[src/rtl/c_fpu.sv]
// Two-stage truncating adder/subtractor for the 1/11/20 custom float format.
// Stage 1 unpacks, orders and aligns; stage 2 adds, normalises, packs and classifies.
package FPU_types;
    typedef enum logic [1:0] {
        EXACT     = 2'd0,
        OVERFLOW  = 2'd1,
        UNDERFLOW = 2'd2,
        INEXACT   = 2'd3
    } g_eStatus;
endpackage

module c_fpu
    import FPU_types::*;
(
    input  logic        m_clk,
    input  logic        m_reset,
    input  logic [31:0] m_opA,
    input  logic [31:0] m_opB,
    output logic [31:0] m_dataOut,
    output g_eStatus    m_statusOut
);

    typedef struct packed {
        logic        inf;
        logic        inf_sign;
        logic        sign;
        logic        sub;
        logic [10:0] exp;
        logic [20:0] sig_l;
        logic [20:0] sig_s;
        logic        sticky;
    } s1_t;

    s1_t         s1_d, s1_q;
    logic [31:0] dout_d, dout_q;
    g_eStatus    stat_d, stat_q;

    logic [31:0] big, sml;
    logic [10:0] exp_b, exp_s, shamt;
    logic [20:0] sig_s;
    logic [43:0] shifted;

    always_comb begin
        s1_d = '0;
        // Larger magnitude first; {exp,frac} orders magnitudes directly.
        if (m_opB[30:0] > m_opA[30:0]) begin
            big = m_opB;
            sml = m_opA;
        end else begin
            big = m_opA;
            sml = m_opB;
        end
        exp_b   = (big[30:20] == 11'd0) ? 11'd1 : big[30:20];
        exp_s   = (sml[30:20] == 11'd0) ? 11'd1 : sml[30:20];
        sig_s   = {|sml[30:20], sml[19:0]};
        shamt   = exp_b - exp_s;
        shifted = {sig_s, 23'd0} >> shamt;

        s1_d.sign  = big[31];
        s1_d.sub   = big[31] ^ sml[31];
        s1_d.exp   = exp_b;
        s1_d.sig_l = {|big[30:20], big[19:0]};
        if (shamt >= 11'd23) begin
            s1_d.sig_s  = '0;
            s1_d.sticky = |sig_s;
        end else begin
            s1_d.sig_s  = shifted[43:23];
            s1_d.sticky = |shifted[22:0];
        end

        if (&m_opA[30:20]) begin
            s1_d.inf      = 1'b1;
            s1_d.inf_sign = m_opA[31];
        end else if (&m_opB[30:20]) begin
            s1_d.inf      = 1'b1;
            s1_d.inf_sign = m_opB[31];
        end
    end

    logic [21:0] sum;
    logic [20:0] mant;
    logic [11:0] exp_r;
    logic        sticky_r;

    always_comb begin
        dout_d   = '0;
        stat_d   = EXACT;
        sticky_r = s1_q.sticky;
        exp_r    = {1'b0, s1_q.exp};
        if (s1_q.sub)
            sum = {1'b0, s1_q.sig_l} - {1'b0, s1_q.sig_s};
        else
            sum = {1'b0, s1_q.sig_l} + {1'b0, s1_q.sig_s};
        mant = sum[20:0];

        if (!s1_q.sub && sum[21]) begin
            mant     = sum[21:1];
            exp_r    = exp_r + 12'd1;
            sticky_r = sticky_r | sum[0];
        end
        // Normalise left, but never below exponent field 1 (denormal floor).
        for (int i = 0; i < 20; i++) begin
            if (!mant[20] && exp_r > 12'd1) begin
                mant  = mant << 1;
                exp_r = exp_r - 12'd1;
            end
        end
        if (!mant[20])
            exp_r = 12'd0;

        if (s1_q.inf) begin
            dout_d = {s1_q.inf_sign, 11'h7FF, 20'h0};
            stat_d = OVERFLOW;
        end else if (exp_r >= 12'd2047) begin
            dout_d = {s1_q.sign, 11'h7FF, 20'h0};
            stat_d = OVERFLOW;
        end else if (mant == 21'd0) begin
            dout_d = 32'h0;
            stat_d = sticky_r ? INEXACT : EXACT;
        end else begin
            dout_d = {s1_q.sign, exp_r[10:0], mant[19:0]};
            if (exp_r == 12'd0)
                stat_d = UNDERFLOW;
            else if (sticky_r)
                stat_d = INEXACT;
        end
    end

    always_ff @(posedge m_clk) begin
        if (!m_reset) begin
            s1_q   <= '0;
            dout_q <= '0;
            stat_q <= EXACT;
        end else begin
            s1_q   <= s1_d;
            dout_q <= dout_d;
            stat_q <= stat_d;
        end
    end

    assign m_dataOut   = dout_q;
    assign m_statusOut = stat_q;

endmodule

[config.mk]
export PLATFORM = sky130hd
export DESIGN_NAME = c_fpu
export DESIGN_NICKNAME = d
export VERILOG_FILES = /design/src/rtl/c_fpu.sv
export SDC_FILE = /design/constraint.sdc
export NUM_CORES = 1
export LEC_CHECK = 0
export CAP_MARGIN = 25
export CELL_PAD_IN_SITES_DETAIL_PLACEMENT = 1
export CELL_PAD_IN_SITES_GLOBAL_PLACEMENT = 2
export CORE_ASPECT_RATIO = 0.5
export CORE_MARGIN = 5
export CORE_UTILIZATION = 33
export CTS_CLUSTER_DIAMETER = 30
export DETAILED_ROUTE_END_ITERATION = 7
export PLACE_DENSITY = 0.85
export SETUP_SLACK_MARGIN = 0.15
export SYNTH_ARGS = -nofsm -noshare
export SYNTH_HDL_FRONTEND = slang
export SYNTH_SLANG_ARGS = --single-unit
[constraint.sdc]
create_clock -name m_clk -period 43 [get_ports m_clk]
set_input_delay 8.6 -clock m_clk [delete_from_list [all_inputs] [get_ports m_clk]]
set_output_delay 8.6 -clock m_clk [all_outputs]
set_load 0.05 [all_outputs]
### Word level (Yosys, flattened, before mapping)

Index checks and enable logic that the tools add are counted.

* $add $sub $neg: 24
* $lt $le $gt $ge: 23
* shifts and indexed selects: 1
* mux-type cells: 60
* bitwise gates (word level): 3
* reductions and logical operators: 55

Operators by type and width (count)
* $mux 21: 21
* $mux 12: 22
* $gt 12x1->1 const B: 20
* $sub 12x1->12 const B: 20
* $mux 32: 5
* $shr 44x11->44: 1
* $gt 31x31->1: 1
* $reduce_or 31->1: 1
* $reduce_or 23->1: 1
* $add 21x21->22: 1
* $logic_not 11->1: 2
* $mux 11: 2
* $mux 22: 1
* $reduce_and 11->1: 2
* $reduce_or 11->1: 2
* $sub 21x21->22: 1
* $logic_and 1x1->1: 21
* $logic_not 1->1: 21
* $logic_not 21->1: 1
* $add 11x1->12 const B: 1
* $ge 12x11->1 const B: 1
* $logic_not 12->1: 1
* $ge 11x5->1 const B: 1
* $sub 11x11->11: 1
* 8 further kinds: 15

* register bits after elaboration: 92
* bits of input ports: 66
* output and inout port bits: 34
* word-level logic and storage cells: 178

### Logic depth before layout (Yosys ltp)

* depth in word-level cells: 70
* mapped depth: 217

### Worst setup path after synthesis

Ideal clock, no wire load.

* kind: register to register
* start: reg s1_q[6] in the netlist's numbering
* end: reg dout_q[19], in the netlist m_dataOut[19]
* library setup time: 0.126 ns
* arrival: 44.334 ns
* required time: 42.874 ns
* path slack: -1.461 ns
* stages on the path, launching flop included: 213
* path buffers: 56
* path through: dfxtp_1 or4_1 buf_2 nor4_2 and2_1 buf_4 a21oi_1 xnor2_1 ha_1 a21oi_1 o21ai_1 and2_1 a2111o_1 nor3_1 or3_1 clkbuf_1 buf_1 clkbuf_1 [177 not listed] nor2_1 o31a_1 o211ai_2 o41ai_4 buf_6 buf_4 mux2_2 ha_1 nor2_1 or3b_4 o31ai_4 buf_2 o41ai_1 nand2_1 o41ai_2 or2_1 buf_6 nor2_1

* word-level cells in the longest chain between the ends: 67
* elaborated cells on any way between the ends: 130
* classes of those cells: add/sub (22); order compare (21); mux (44); reduce/logical (43)

RTL lines
* start, declared: line 34 `s1_t s1_d, s1_q;`
* start signal, assigned: line 131 `s1_q <= '0;`
* start signal, assigned: line 135 `s1_q <= s1_d;`
* $add 21x21->22 or $sub 21x21->22 (tied branches): line 93, 91
* $mux 22 *: line 90 `if (s1_q.sub)`
* $logic_and 1x1->1: line 96 `if (!s1_q.sub && sum[21]) begin`
* $mux 12 or $mux 21 (tied branches): line 96
* $gt 12x1->1 or $logic_not 1->1 (tied branches): line 103 `if (!mant[20] && exp_r > 12'd1) begin`
* $logic_and 1x1->1: line 103
* $mux 12 or $mux 21 (tied branches): line 103
* $gt 12x1->1 or $logic_not 1->1 (tied branches): line 103
* [51 not listed]
* $logic_and 1x1->1: line 103
* $mux 12 or $mux 21 (tied branches): line 103
* $gt 12x1->1 or $logic_not 1->1 (tied branches): line 103
* $logic_and 1x1->1: line 103
* $mux 12 or $mux 21 (tied branches): line 103
* $mux 12: line 108 `if (!mant[20])`
* $ge 12x11->1: line 114 `end else if (exp_r >= 12'd2047) begin`
* $reduce_or 4->1 (no source line)
* end signal, assigned: line 136 `dout_q <= dout_d;`
* end, declared: line 35 `logic [31:0] dout_d, dout_q;`

Mark *: on every way between the ends. The rest lies on a longest branch, timed or not.
A chain may end at the register's enable or synchronous reset.

### Worst setup path in the final report

* start: reg s1_q[6] in the netlist's numbering
* end: reg stat_q[0], in the netlist m_statusOut[0]

* word-level cells in the longest chain between the ends: 70
* elaborated cells on any way between the ends: 136
* classes of those cells: add/sub (22); order compare (21); mux (50); reduce/logical (43)

RTL lines
* $add 21x21->22 or $sub 21x21->22 (tied branches): line 93, 91
* $mux 22 *: line 90
* branches (longest 66 deep; another with $gt 12x1->1)
* $mux 1 *: line 114
* $mux 1 *: line 111 `if (s1_q.inf) begin`
* end signal, assigned: line 137 `stat_q <= stat_d;`
* end, declared: line 36 `g_eStatus stat_d, stat_q;`

Mark *: on every way between the ends.

==> out/qor.csv <==
metric,value,unit
pre-CTS WS,-0.364,ns
vias in the first global route,29000,
final WL,99.8,mm
CP max FO,34,
grt ovf,0,
Final Max Slew Viols,0,
Worst EP arrival,40.20,ns
Max Clock Skew,0.0114,ns
number of max-cap violations,0,
Root Buffer Master,clkbuf_16,
Final Core Density,0.368,
drt pass-1 iters,6,
dpl hpwl,82.1,mm
H-tree Lvls,3,
Mapped Nets,3932,
placed cells,4789,
syn avg cell area,6.77,µm²
ys flop type,dfxtp_1,
Worst Hold Class,reg2reg,
final setup vio count,0,
Clock Latency Late Sink,0.35,ns
Crit Reg-Reg Startpoint,s1_q[6]$_SDFF_PP0_,
die area,83100,µm²
layout cell share with drive strength beyond 1,0.0970,
"Top cell by count, worst path",nor2_1,
initial core utilization,0.331,
"CP delay by family, top",simple AND/OR/NAND/NOR gates,
"FF+latch count, synth",92,
initial DRC count,1992,
XOR/XNOR share of the synthesized area,0.0564,
pin count of the biggest net entering global routing,87,
outcome,finished clean,
largest family of logic cells by synthesized area,compound AO/OA/AOI/OAI gates,
sequential-to-total area share from yosys stat,0.0724,
Hold Startpoint,s1_q[56]$_SDFF_PN0_,
RSZ-0062 raised after global routing,no,
"non-filler cells, final",4820,
Synth Area in Adders,0.0527,
footprint of the multi-input gates,22700,µm²
mux cell area share after synthesis,0.137,
Area Growth Syn to Fin,11.1,%
synthesized area,25400,µm²
CTS Buf Count,9,
core area,76800,µm²
Fmax,25.0,MHz
fin crit share,0.929,
Cell variety after synth,137,
DRC violations left,0,
reg2reg setup slack,3.04,ns
nets,3951,
row count,72,
Routed wire per std cell,20.7,µm
crit path kind,reg2reg,
initial antenna violation count,0,
Die Height,206,µm
worst rel slew slack,0.320,
cells after synthesis,3760,
Post-synth EDFFs,0,
Reg area,1840,µm²
startpoint types,flop,
worst path required time,43.24,ns
routability congestion estimate,0.959,
max incr delay on CP,0.73,ns
Final ANT Viol Nets,0,
Simple-Gate Fraction of Synth Area,0.313,
worst hold slack,0.460,ns
Critical Path Start,s1_q[6]$_SDFF_PP0_,
first-pass GRT wire length,158,mm
Synthesis Warnings,0,
Worst-Margin Slew,1.01,ns
CTS tree,done,
maximum clock path buffer count,2,
ys async rst share,0,
final setup margin,3.04,ns
Final Hold Viols,0,
Vias per Instance,6.11,
CP bufs+invs,18,
via count,29400,
final worst path period need,39.96,ns
GRT Util Overall,0.226,
Crit. End Element,flop,
IO Pins,100,
compound-cell area share of the yosys netlist,0.321,
port bufs,99,
Post-CTS Hold Buffers,0,
Die X,403,µm
# fillers,9783,
clock sink count,92,
Worst-path clk slew,0.07,ns
"Slowest-stage cell, CP",or4_1,
# diodes,0,
-- what timing repair did --
| item | 4_1_cts | 5_1_grt |
|---|---|---|
| setup endpoints to repair | 26 | 34 |
| gates resized for setup | 8 | 32 |
| pin swaps | 1 | 6 |
| setup buffers | 1 | 12 |
-- cell usage in the layout, fill, tap and decap left out, drive strengths merged, types with 21 or more instances in the layout --
cell | netlist | routed
ha | 104 | 104
buf | 69 | 91
a211oi | 46 | 46
nand2 | 416 | 416
mux2i | 269 | 269
o21ai | 239 | 239
dfxtp | 92 | 92
a21o | 63 | 63
or2 | 30 | 30
a31oi | 67 | 67
a21oi | 322 | 322
o31ai | 34 | 34
or3 | 44 | 44
and3 | 44 | 44
a21boi | 25 | 25
or4 | 24 | 24
xnor2 | 113 | 113
nor4 | 51 | 51
o211ai | 45 | 45
nor2 | 463 | 463
mux2 | 70 | 70
and2 | 46 | 46
o2111ai | 21 | 21
nand2b | 39 | 39
nor2b | 25 | 25
xor2 | 44 | 44
a2111oi | 23 | 23
nor3 | 135 | 135
inv | 107 | 108
o21a | 36 | 36
nand4 | 74 | 74
nand3 | 129 | 129
clkdlybuf4s50 | 0 | 99
-- synthesized netlist by cell type (all sizes together), types with 15 or more instances --
library cell	count	area [µm²]
ha	104	1300
a211oi	46	380
a31oi	67	447
or3	44	285
o22ai	18	119
nand3	129	661
o41ai	15	173
or2	30	188
o2111ai	21	190
o31ai	34	329
a21boi	25	199
nand2b	39	244
and3	44	275
a211o	18	158
nor2	463	1750
a21o	63	473
nor3	135	717
nor4	51	438
and2	46	290
mux2	70	788
nor4b	15	138
a21oi	322	1640
a2111oi	23	318
mux2i	269	2690
xnor2	113	997
a22oi	17	128
o211ai	45	358
or4	24	191
buf	69	374
o21ai	239	1210
o21a	36	272
nor2b	25	156
dfxtp	92	1840
nor3b	16	120
nand2	416	1570
clkbuf	115	433
inv	107	402
nand4	74	499
xor2	44	393
a311oi	16	140
-- stage by stage --
stage	TNS, ns	cell area, µm²
after CTS	0	28000
after floorplan	0	25500
after global placement	0	27600
after detailed placement	-6.94	27600
final	0	28300
after global routing	0	28300
-- logic make-up (layout without fill, tap and decap cells) --
kind of cell	count (synthesis)	count (layout)
compound gates	1172	1172
xor+xnor	159	159
fa+ha+maj	106	106
buf+inv	293	317
flops	92	92
mux	339	339
simple gates	1599	1599
-- path summary, 6_finish.rpt --
| path | end | cells after the start |
|---|---|---|
| worst max-delay path | m_statusOut[0]$_SDFF_PN0_ | 169 |
| worst min-delay path | m_dataOut[31]$_SDFF_PN0_ | 2 |
| worst max register to register | m_statusOut[0]$_SDFF_PN0_ | 169 |
| worst min register to register | m_dataOut[31]$_SDFF_PN0_ | 2 |
-- tightest hold or removal path, cell delays in order (launching register included) --
cell     delay, ns
dfxtp_1       0.30
nand2_1       0.05
a21oi_1       0.06
-- registers in the layout (all words and copies together) (netlist names) --
name         count
m_dataOut       32
m_statusOut      2
s1_q            58
-- per-layer routing --
layer,global-route usage,vias to the layer above,wire [µm]
met2,0.388,725,45900
met5,0,-,0
met3,0.0117,112,3680
met1,0.313,14400,48200
li1,-,14200,-
met4,0.0519,0,1920
-- area by class of cell --
cell class | count | area share
inverters | 109 | 0.0145
repair buffers | 192 | 0.0606
well taps | 1036 | 0.0459
multi-input cells | 3375 | 0.802
flip-flops and latches | 92 | 0.0652
clock buffers | 10 | 0.00846
clock inverters | 6 | 0.00336
Power is left out: the tool's default activity adds up to more than one toggle a clock period on the data nets, which glitch-free logic cannot reach.
